[config.mk]
export PLATFORM = sky130hd
export DESIGN_NAME = counter_arbiter
export DESIGN_NICKNAME = d
export VERILOG_FILES = /design/src/rtl/counter_arb_pkg.sv /design/src/rtl/counter_arbiter_rr_pick.sv /design/src/rtl/counter_arbiter.sv
export SDC_FILE = /design/constraint.sdc
export NUM_CORES = 1
export LEC_CHECK = 0
export ABC_AREA = 1
export CAP_MARGIN = 20
export CORE_AREA = 2 2 62 64
export DETAILED_ROUTE_END_ITERATION = 12
export DIE_AREA = 0 0 64 66
export PLACE_DENSITY_LB_ADDON = 0.05
export SYNTH_ARGS = -nofsm -noshare
export SYNTH_HDL_FRONTEND = slang
export SYNTH_SLANG_ARGS = --single-unit
[constraint.sdc]
create_clock -name clk -period 5.6 [get_ports clk]
set_input_delay 1.12 -clock clk [delete_from_list [all_inputs] [get_ports clk]]
set_output_delay 1.12 -clock clk [all_outputs]
set_load 0.02 [all_outputs]
[src/rtl/counter_arb_pkg.sv]
// Shared state encodings, beat-counter width and pointer helper for counter_arbiter.
package counter_arb_pkg;

  typedef enum logic [1:0] {
    S_IDLE    = 2'd0,
    S_GRANT   = 2'd1,
    S_RUN     = 2'd2,
    S_RELEASE = 2'd3
  } state_t;

  localparam int BW = 4;

  // Next round-robin start position after index i, wrapping at n.
  function automatic logic [2:0] wrap_inc(input logic [2:0] i, input int n);
    logic [3:0] s;
    s = {1'b0, i} + 4'd1;
    return (int'(s) >= n) ? 3'd0 : s[2:0];
  endfunction

endpackage

[src/rtl/counter_arbiter_rr_pick.sv]
// Combinational round-robin picker: first set request at or above ptr, wrapping.
module rr_pick #(
  parameter int NREQ = 4
) (
  input  logic [NREQ-1:0] req,
  input  logic [2:0]      ptr,
  output logic [NREQ-1:0] pick,
  output logic [2:0]      idx,
  output logic            valid
);

  logic [7:0]      req_pad;
  logic [2:0]      cand [NREQ];
  logic [NREQ-1:0] hit;

  assign req_pad = 8'(req);

  genvar gi;
  generate
    for (gi = 0; gi < NREQ; gi++) begin : g_cand
      logic [3:0] sum;
      assign sum      = {1'b0, ptr} + 4'(gi);
      assign cand[gi] = (sum >= 4'(NREQ)) ? 3'(sum - 4'(NREQ)) : sum[2:0];
      assign hit[gi]  = req_pad[cand[gi]];
    end
  endgenerate

  // Walk offsets from farthest to nearest so the nearest hit wins.
  always_comb begin
    idx   = 3'd0;
    valid = 1'b0;
    for (int k = NREQ - 1; k >= 0; k--) begin
      if (hit[k]) begin
        idx   = cand[k];
        valid = 1'b1;
      end
    end
    pick = valid ? (NREQ'(1'b1) << idx) : '0;
  end

endmodule

[src/rtl/counter_arbiter.sv]
// Round-robin arbiter granting a shared counter's count-enable in bursts of BURST beats.
// Optional COUNTER_ARB_LOCK_EN adds a lock input that extends the owner's burst.
module counter_arbiter
  import counter_arb_pkg::*;
#(
  parameter int NREQ  = 4,
  parameter int BURST = 3,
  parameter int CW    = 2
) (
  input  logic            clk,
  input  logic            rst,
  input  logic [NREQ-1:0] req,
  output logic [NREQ-1:0] gnt,
  output logic [2:0]      owner,
  output logic            cnt_x,
  input  logic [CW-1:0]   cnt_z,
  output logic [CW-1:0]   z_snap,
  output logic            burst_done
`ifdef COUNTER_ARB_LOCK_EN
  ,
  input  logic            lock
`endif
);

  state_t          state_reg, state_next;
  logic [BW-1:0]   beat_reg, beat_next;
  logic [2:0]      ptr_reg, ptr_next;
  logic [2:0]      idx_reg, idx_next;

  logic [NREQ-1:0] gnt_reg, gnt_next;
  logic [2:0]      owner_reg, owner_next;
  logic            cnt_x_reg, cnt_x_next;
  logic [CW-1:0]   z_snap_reg, z_snap_next;
  logic            burst_done_reg, burst_done_next;

  logic [NREQ-1:0] pick_w;
  logic [2:0]      pick_idx;
  logic            pick_valid;
  logic [7:0]      req_pad;
  logic            req_own;
  logic            last_beat;
  logic            lock_w;
  logic            holding;

  rr_pick #(.NREQ(NREQ)) u_pick (
    .req   (req),
    .ptr   (ptr_reg),
    .pick  (pick_w),
    .idx   (pick_idx),
    .valid (pick_valid)
  );

  assign req_pad   = 8'(req);
  assign req_own   = req_pad[idx_reg];
  assign last_beat = (beat_reg == BW'(BURST - 1));

`ifdef COUNTER_ARB_LOCK_EN
  assign lock_w = lock;
`else
  assign lock_w = 1'b0;
`endif

  always_comb begin
    state_next = state_reg;
    beat_next  = beat_reg;
    ptr_next   = ptr_reg;
    idx_next   = idx_reg;
    case (state_reg)
      S_IDLE: begin
        if (pick_valid) begin
          idx_next   = pick_idx;
          state_next = S_GRANT;
        end
      end
      S_GRANT: begin
        beat_next  = '0;
        state_next = req_own ? S_RUN : S_RELEASE;
      end
      S_RUN: begin
        // A dropped request aborts the burst even while locked.
        if (!req_own) begin
          state_next = S_RELEASE;
        end else if (last_beat) begin
          if (lock_w) beat_next = '0;
          else        state_next = S_RELEASE;
        end else begin
          beat_next = beat_reg + BW'(1);
        end
      end
      S_RELEASE: begin
        ptr_next   = wrap_inc(idx_reg, NREQ);
        beat_next  = '0;
        state_next = S_IDLE;
      end
      default: state_next = S_IDLE;
    endcase
  end

  // Outputs are registered copies of what the next state implies.
  always_comb begin
    holding         = (state_next == S_GRANT) || (state_next == S_RUN);
    gnt_next        = holding ? (NREQ'(1'b1) << idx_next) : '0;
    owner_next      = holding ? idx_next : 3'd0;
    cnt_x_next      = (state_next == S_RUN);
    burst_done_next = (state_next == S_RELEASE);
    z_snap_next     = (state_reg == S_RELEASE) ? cnt_z : z_snap_reg;
  end

  always_ff @(posedge clk) begin
    if (!rst) begin
      state_reg      <= S_IDLE;
      beat_reg       <= '0;
      ptr_reg        <= 3'd0;
      idx_reg        <= 3'd0;
      gnt_reg        <= '0;
      owner_reg      <= 3'd0;
      cnt_x_reg      <= 1'b0;
      z_snap_reg     <= '0;
      burst_done_reg <= 1'b0;
    end else begin
      state_reg      <= state_next;
      beat_reg       <= beat_next;
      ptr_reg        <= ptr_next;
      idx_reg        <= idx_next;
      gnt_reg        <= gnt_next;
      owner_reg      <= owner_next;
      cnt_x_reg      <= cnt_x_next;
      z_snap_reg     <= z_snap_next;
      burst_done_reg <= burst_done_next;
    end
  end

  assign gnt        = gnt_reg;
  assign owner      = owner_reg;
  assign cnt_x      = cnt_x_reg;
  assign z_snap     = z_snap_reg;
  assign burst_done = burst_done_reg;

endmodule

Word-level counts from Yosys, hierarchy flattened. Index checks and enable logic that the tools add are counted.

Reductions and logical operators: 6. Shift-type cells: 1. Magnitude comparators: 10. Equal/unequal tests: 9. $add $sub $neg: 9. Mux-type cells: 33.

Operator list (count): $mux W3 (11); $lt A3 B4 Y1 const B (5); $ge A4 B3 Y1 const B (4); $bmux W1 S3 (5); $sub A3 B3 Y3 const B (4); $mux W1 (10); $add A3 B1 Y4 const B (2); $add A3 B2 Y4 const B (2); $eq A2 B2 Y1 const B (4); $mux W4 (2); $pmux W2 S4 (1); $pmux W4 S2 (1); $mux W2 (3); $add A4 B1 Y4 const B (1); $eq A2 B1 Y1 const B (2); $eq A4 B2 Y1 const B (1); $ne A2 B2 Y1 const B (2); $shl A1 B3 Y4 const A (1); $ge A3 B3 Y1 const B (1); $reduce_and A3 Y1 (1); $logic_not A2 Y1 (1); $reduce_and A2 Y1 (1); $reduce_bool A2 Y1 (1); $reduce_or A2 Y1 (1); $logic_or A1 B1 Y1 (1).

Word-level logic and storage cells: 77. Input bits: 8. Register bits after elaboration: 23.

Depth between registers and ports, before layout.
Depth after elaboration: 14. Gate-level depth with buffers: 16.

By module. From an unflattened synthesis, not the netlist that was laid out.

Cells, all modules: 206. Area, all modules: 1392.6 µm².

By module, submodules not included: counter_arbiter (sequential area each 460.4 µm², times used 1, cells each 141, area each 1077.3 µm²); rr_pick (sequential area each 0.0 µm², times used 1, cells each 65, area each 315.3 µm²).

Worst setup path before layout. No wires, ideal clock.

Kind: in2reg. Start point: in req[0]. End point: reg gnt_reg[2], in the netlist gnt[2]. Data arrival time: 2.683 ns. Slack: 2.852 ns. Stages on the path: 13. Data required time: 5.536 ns. Path through: nor2_1 -> nor2_1 -> nand2_1 -> o21ai_1 -> nand2_1 -> o21ai_2 -> nand2_1 -> o21ai_2 -> ha_1 -> or2_2 -> a21oi_2 -> nand3_1 -> nor2_1.

Longest elaborated chain between the ends: 11.

RTL lines: start: declaration (line counter_arbiter.sv:12) `input logic [NREQ-1:0] req,`; $bmux W1 S3 (line counter_arbiter_rr_pick.sv:24) `assign hit[gi] = req_pad[cand[gi]];`; $mux W1 (implied by the code) (line counter_arbiter_rr_pick.sv:24); $mux W1 (4 in series) (line counter_arbiter_rr_pick.sv:33) `if (hit[k]) begin`; $mux W2 (line counter_arbiter.sv:70) `if (pick_valid) begin`; $pmux W2 S4 (line counter_arbiter.sv:68) `case (state_reg)`; $eq A2 B1 Y1 or $eq A2 B2 Y1 (tied branches) (line counter_arbiter.sv:101) `holding = (state_next == S_GRANT) || (state_next == S_RUN);`; $logic_or A1 B1 Y1 (line counter_arbiter.sv:101); $reduce_and A2 Y1 (no line); end signal: assignment (line counter_arbiter.sv:125) `gnt_reg <= gnt_next;`; end: declaration (line counter_arbiter.sv:30) `logic [NREQ-1:0] gnt_reg, gnt_next;`.

Several ways; a longest one is shown, not always the timed one. The select of a mux whose other input is x is not followed. A chain may end at the register's enable or synchronous reset.

Worst setup path after layout. Same ends and word-level chain as after synthesis.

==> results_tabular.tex <==
\begin{tabular}{lr}
\hline
Metric & Value \\
\hline
\multicolumn{2}{l}{\textbf{Routing}} \\
Top layer used by detailed routing & met4 \\
Total via count in the routed design & 1133 \\
Met2 wire length & 1.38 mm \\
Residual DRC count & 0 \\
Drt pass-1 iters & 4 \\
Routed length on met1 & roughly 1.2 mm \\
Antenna violation net count after detailed routing & 0 \\
DR WL met3 & about 60 µm \\
DR vias/cell & approximately 4.6 \\
Total detailed-routing wirelength & 2.67 mm \\
Final routed wire length divided by cell count & between 10 and 15 µm \\
Starting DRC count in detailed routing & 26 \\
\multicolumn{2}{l}{\textbf{Pwr}} \\
Leakage & 0.748 nW \\
Portion of total power attributed to the clock network & 9.2\% \\
Combinational group share of total power & 59.9\% \\
Switch Pwr & $\sim$0.38 mW \\
Maximum resistive drop on vdd & 217 µV \\
Power after layout & 0.798 mW \\
Int Power & 0.419 mW \\
Switching Fraction & 47.5\% \\
Pwr per Cell Area & 491 nW/µm² \\
Flop pwr share & 31.0\% \\
\multicolumn{2}{l}{\textbf{Synthesis}} \\
Synth warn & 0 \\
Cell count after synthesis & 179 \\
Cell area after technology mapping & 1370 µm² \\
Mean Syn Cell Area & 7.65 µm² \\
Number of synthesized register bits & 23 \\
Number of distinct library cell variants in the gate-level netlist after synthesis & 28 \\
Net count of the mapped netlist & a little under 200 \\
Register area share after synthesis & 33.6\% \\
\multicolumn{2}{l}{\textbf{Timing}} \\
Slew HR & 66.0\% \\
Final Max Tran Viols & 0 \\
Period utilisation layout & 57.9\% \\
Worst Tran Pin Value & about 0.5 ns \\
Final critical delay including setup and external delays & 3.24 ns \\
Clock skew & 0.00456 ns \\
Worst hold slack & 0.508 ns \\
Number of failing hold endpoints at the final stage & 0 \\
Setup tns final & 0 ns \\
Final-report setup violation count & 0 \\
Unrepaired setup endpoints after global routing & no \\
Peak clock frequency supported by timing & between 0.3 and 0.4 GHz \\
\multicolumn{2}{l}{\textbf{Critical path}} \\
Data arrival, critical path & 3.49 ns \\
Required time worst endpoint & 5.85 ns \\
Maximum single-stage delay on the critical path & 0.56 ns \\
Crit-path cells & clkdlybuf4s50\_1 -> nor2\_1 -> nor2\_1 -> nand2\_1 -> o21ai\_1 -> nand2\_1 -> o21ai\_2 -> nand2\_1 -> o21ai\_2 -> ha\_1 -> or2\_2 -> a21oi\_2 -> nand3\_1 -> nor2\_1 \\
Crit path capture type & flip-flop \\
CP bufs+invs & 1 \\
Setup slack on the worst flop-to-flop path & 2.75 ns \\
Worst setup SP type & primary input \\
Startpoint-to-endpoint class of the critical path & primary input to flip-flop \\
Largest driver fanout on the critical path & 6 \\
Max stage delay cell, worst path & sky130\_fd\_sc\_hd\_\_clkdlybuf4s50\_1 \\
Delay-heaviest family, CP & simple AND/OR/NAND/NOR gates \\
\multicolumn{2}{l}{\textbf{Floorplanning}} \\
IO Count & 19 \\
Initial core utilization & between 30\% and 40\% \\
Die footprint & 4220 µm² \\
Row count & 22 \\
Die H & $\sim$66 µm \\
Area of the core region & roughly 3600 µm² \\
Horizontal die dimension & about 64 µm \\
\multicolumn{2}{l}{\textbf{CTS}} \\
Total of hold buffers inserted after clock tree synthesis & 0 \\
Clock slew at the register clock pins of the worst setup and hold paths & between 0.1 and 0.15 ns \\
Clock tree sinks & 23 \\
Number of buffers added by the clock tree synthesis step & 3 \\
Cell chosen for the clock root & sky130\_fd\_sc\_hd\_\_clkbuf\_4 \\
Clock tree from TritonCTS & yes \\
CTS-repair resized insts & 0 \\
Longest Clk Path Bufs & 2 \\
Worst skew pair latency & roughly 0.30 ns \\
Setup Buffers After CTS & 0 \\
CTS H-Tree Depth & 1 \\
\multicolumn{2}{l}{\textbf{Global routing}} \\
Largest net degree at the start of global routing & 14 \\
Number of global-route vias before repair & about 1.2k \\
Total overflow reported by the global router & 0 \\
Number of antenna violations at the first check in global routing & 0 \\
Overall routing resource usage & 14.5\% \\
Global-route wire length before repair & 4.86 mm \\
\multicolumn{2}{l}{\textbf{Worst hold path}} \\
Hold Crit Class & flip-flop to flip-flop \\
\multicolumn{2}{l}{\textbf{Placed design}} \\
Placer congestion estimate & approximately 0.8 \\
IO Port Bufs & 18 \\
DP Wirelength & roughly 2.2 mm \\
\multicolumn{2}{l}{\textbf{Layout}} \\
Fraction of layout instances using a drive strength above 1 & between 10\% and 20\% \\
Layout Area Growth over Synthesis & 18.7\% \\
Inserted Diodes & 0 \\
Number of nets in the finished design & 221 \\
\multicolumn{2}{l}{\textbf{Outcome}} \\
Run status & complete, no violations \\
\multicolumn{2}{l}{\textbf{Flow run}} \\
Max-cap check violation count & 0 \\
\hline
\end{tabular}
final timing paths:
check               endpoint       start  cells past startpoint
setup / recovery      gnt[2]      req[0]                     14
hold / removal    ptr_reg[2]  ptr_reg[2]                      2
setup reg to reg      gnt[2]  ptr_reg[0]                     14
hold reg to reg   ptr_reg[2]  ptr_reg[2]                      2
worst reg2reg max path, delay by kind of cell, from the launching register on:
kind | cells | cell delay, ns
fa+ha+maj | 2 | 0.62
flops | 1 | 0.66
compound gates | 2 | 0.23
simple gates | 8 | 1.05
buf+inv | 2 | 0.23
kinds of logic after synthesis:
family | count (synthesis) | synth area share [%]
buffers and inverters | 26 | 8.32
adder cells (fa/ha/maj) | 12 | 11.0
AND/OR/NAND/NOR | 94 | 36.0
AO/OA/AOI/OAI | 22 | 9.78
XOR/XNOR | 2 | 1.28
flip-flops | 23 | 33.6
power groups by stage:
stage	Clock, mW	Sequential (mW)	Combinational [mW]
3_5_place_dp	0	0.252	0.481
6_report	0.0731	0.247	0.478
3_3_place_gp	0	0.251	0.475
5_1_grt	0.0874	0.254	0.544
2_1_floorplan	0	0.269	0.341
4_1_cts	0.0802	0.249	0.483
metrics by stage:
stage / area [µm²] / setup slack, ns / std cells / utilization, %
3_3_place_gp: 1600 / 2.12 / 244 / 45.0
6_report: 1630 / 2.36 / 248 / 45.8
4_1_cts: 1630 / 2.38 / 248 / 45.8
5_1_grt: 1630 / 2.16 / 248 / 45.8
2_1_floorplan: 1370 / 2.85 / 179 / -
3_5_place_dp: 1600 / 2.05 / 244 / 45.0
metal layers:
metal | vias to the layer above | GRT usage (%)
met2 | 8 | 27.5
met3 | 2 | 1.70
li1 | 608 | -
met1 | 515 | 15.8
met4 | 0 | 7.61
met5 | - | 0
cell usage after synthesis:
cell                        n  area, µm²
sky130_fd_sc_hd__or2_2      1       6.26
sky130_fd_sc_hd__a211oi_1   1       7.51
sky130_fd_sc_hd__nand2_2    9       56.3
sky130_fd_sc_hd__nand3_1    6       30.0
sky130_fd_sc_hd__nor2_1    28        105
sky130_fd_sc_hd__nand2_4    4       45.0
sky130_fd_sc_hd__nor3b_1    1       7.51
sky130_fd_sc_hd__inv_2      3       11.3
sky130_fd_sc_hd__inv_1     20       75.1
sky130_fd_sc_hd__inv_8      1       11.3
sky130_fd_sc_hd__a21oi_1    5       25.0
sky130_fd_sc_hd__nand4_1    3       18.8
sky130_fd_sc_hd__o21ai_2    4       35.0
sky130_fd_sc_hd__clkinv_2   1       5.00
sky130_fd_sc_hd__xor2_1     2       17.5
sky130_fd_sc_hd__nor2_2     2       12.5
sky130_fd_sc_hd__o21ai_1    1       5.00
sky130_fd_sc_hd__nand3_2    6       60.1
sky130_fd_sc_hd__nor2_4     1       11.3
sky130_fd_sc_hd__dfxtp_1   23        460
sky130_fd_sc_hd__nor3_1     2       10.0
sky130_fd_sc_hd__buf_6      1       11.3
sky130_fd_sc_hd__ha_1      12        150
sky130_fd_sc_hd__nand2_1   30        113
sky130_fd_sc_hd__o211ai_1   1       7.51
sky130_fd_sc_hd__o21ai_0    9       45.0
sky130_fd_sc_hd__nand3_4    1       17.5
sky130_fd_sc_hd__a21oi_2    1       8.76
cell usage in the layout, fill, tap and decap left out:
cell type / Yosys / final
sky130_fd_sc_hd__a211oi_1: 1 / 1
sky130_fd_sc_hd__a21oi_1: 5 / 5
sky130_fd_sc_hd__a21oi_2: 1 / 1
sky130_fd_sc_hd__clkbuf_4: 0 / 3
sky130_fd_sc_hd__clkdlybuf4s50_1: 0 / 18
sky130_fd_sc_hd__clkinv_2: 1 / 2
sky130_fd_sc_hd__dfxtp_1: 23 / 23
sky130_fd_sc_hd__ha_1: 12 / 12
sky130_fd_sc_hd__inv_1: 20 / 20
sky130_fd_sc_hd__inv_2: 3 / 3
sky130_fd_sc_hd__inv_8: 1 / 1
sky130_fd_sc_hd__nand2_1: 30 / 30
sky130_fd_sc_hd__nand2_2: 9 / 9
sky130_fd_sc_hd__nand2_4: 4 / 4
sky130_fd_sc_hd__nand3_1: 6 / 6
sky130_fd_sc_hd__nand3_2: 6 / 6
sky130_fd_sc_hd__nand3_4: 1 / 1
sky130_fd_sc_hd__nand4_1: 3 / 3
sky130_fd_sc_hd__nor2_1: 28 / 28
sky130_fd_sc_hd__nor2_2: 2 / 2
sky130_fd_sc_hd__nor2_4: 1 / 1
sky130_fd_sc_hd__nor3_1: 2 / 2
sky130_fd_sc_hd__nor3b_1: 1 / 1
sky130_fd_sc_hd__o211ai_1: 1 / 1
sky130_fd_sc_hd__o21ai_0: 9 / 9
sky130_fd_sc_hd__o21ai_1: 1 / 1
sky130_fd_sc_hd__o21ai_2: 4 / 4
sky130_fd_sc_hd__or2_2: 1 / 1
sky130_fd_sc_hd__xor2_1: 2 / 2
area by class of cell:
cell class	count	area, µm²
Fill cell	356	1930
Multi-Input combinational cell	130	795
Sequential cell	23	460
Timing Repair Buffer	18	180
Inverter	25	103
Tap cell	48	60.1
Clock buffer	3	22.5
Clock inverter	1	5.00
No activity file was read; power rests on OpenSTA's default activity.
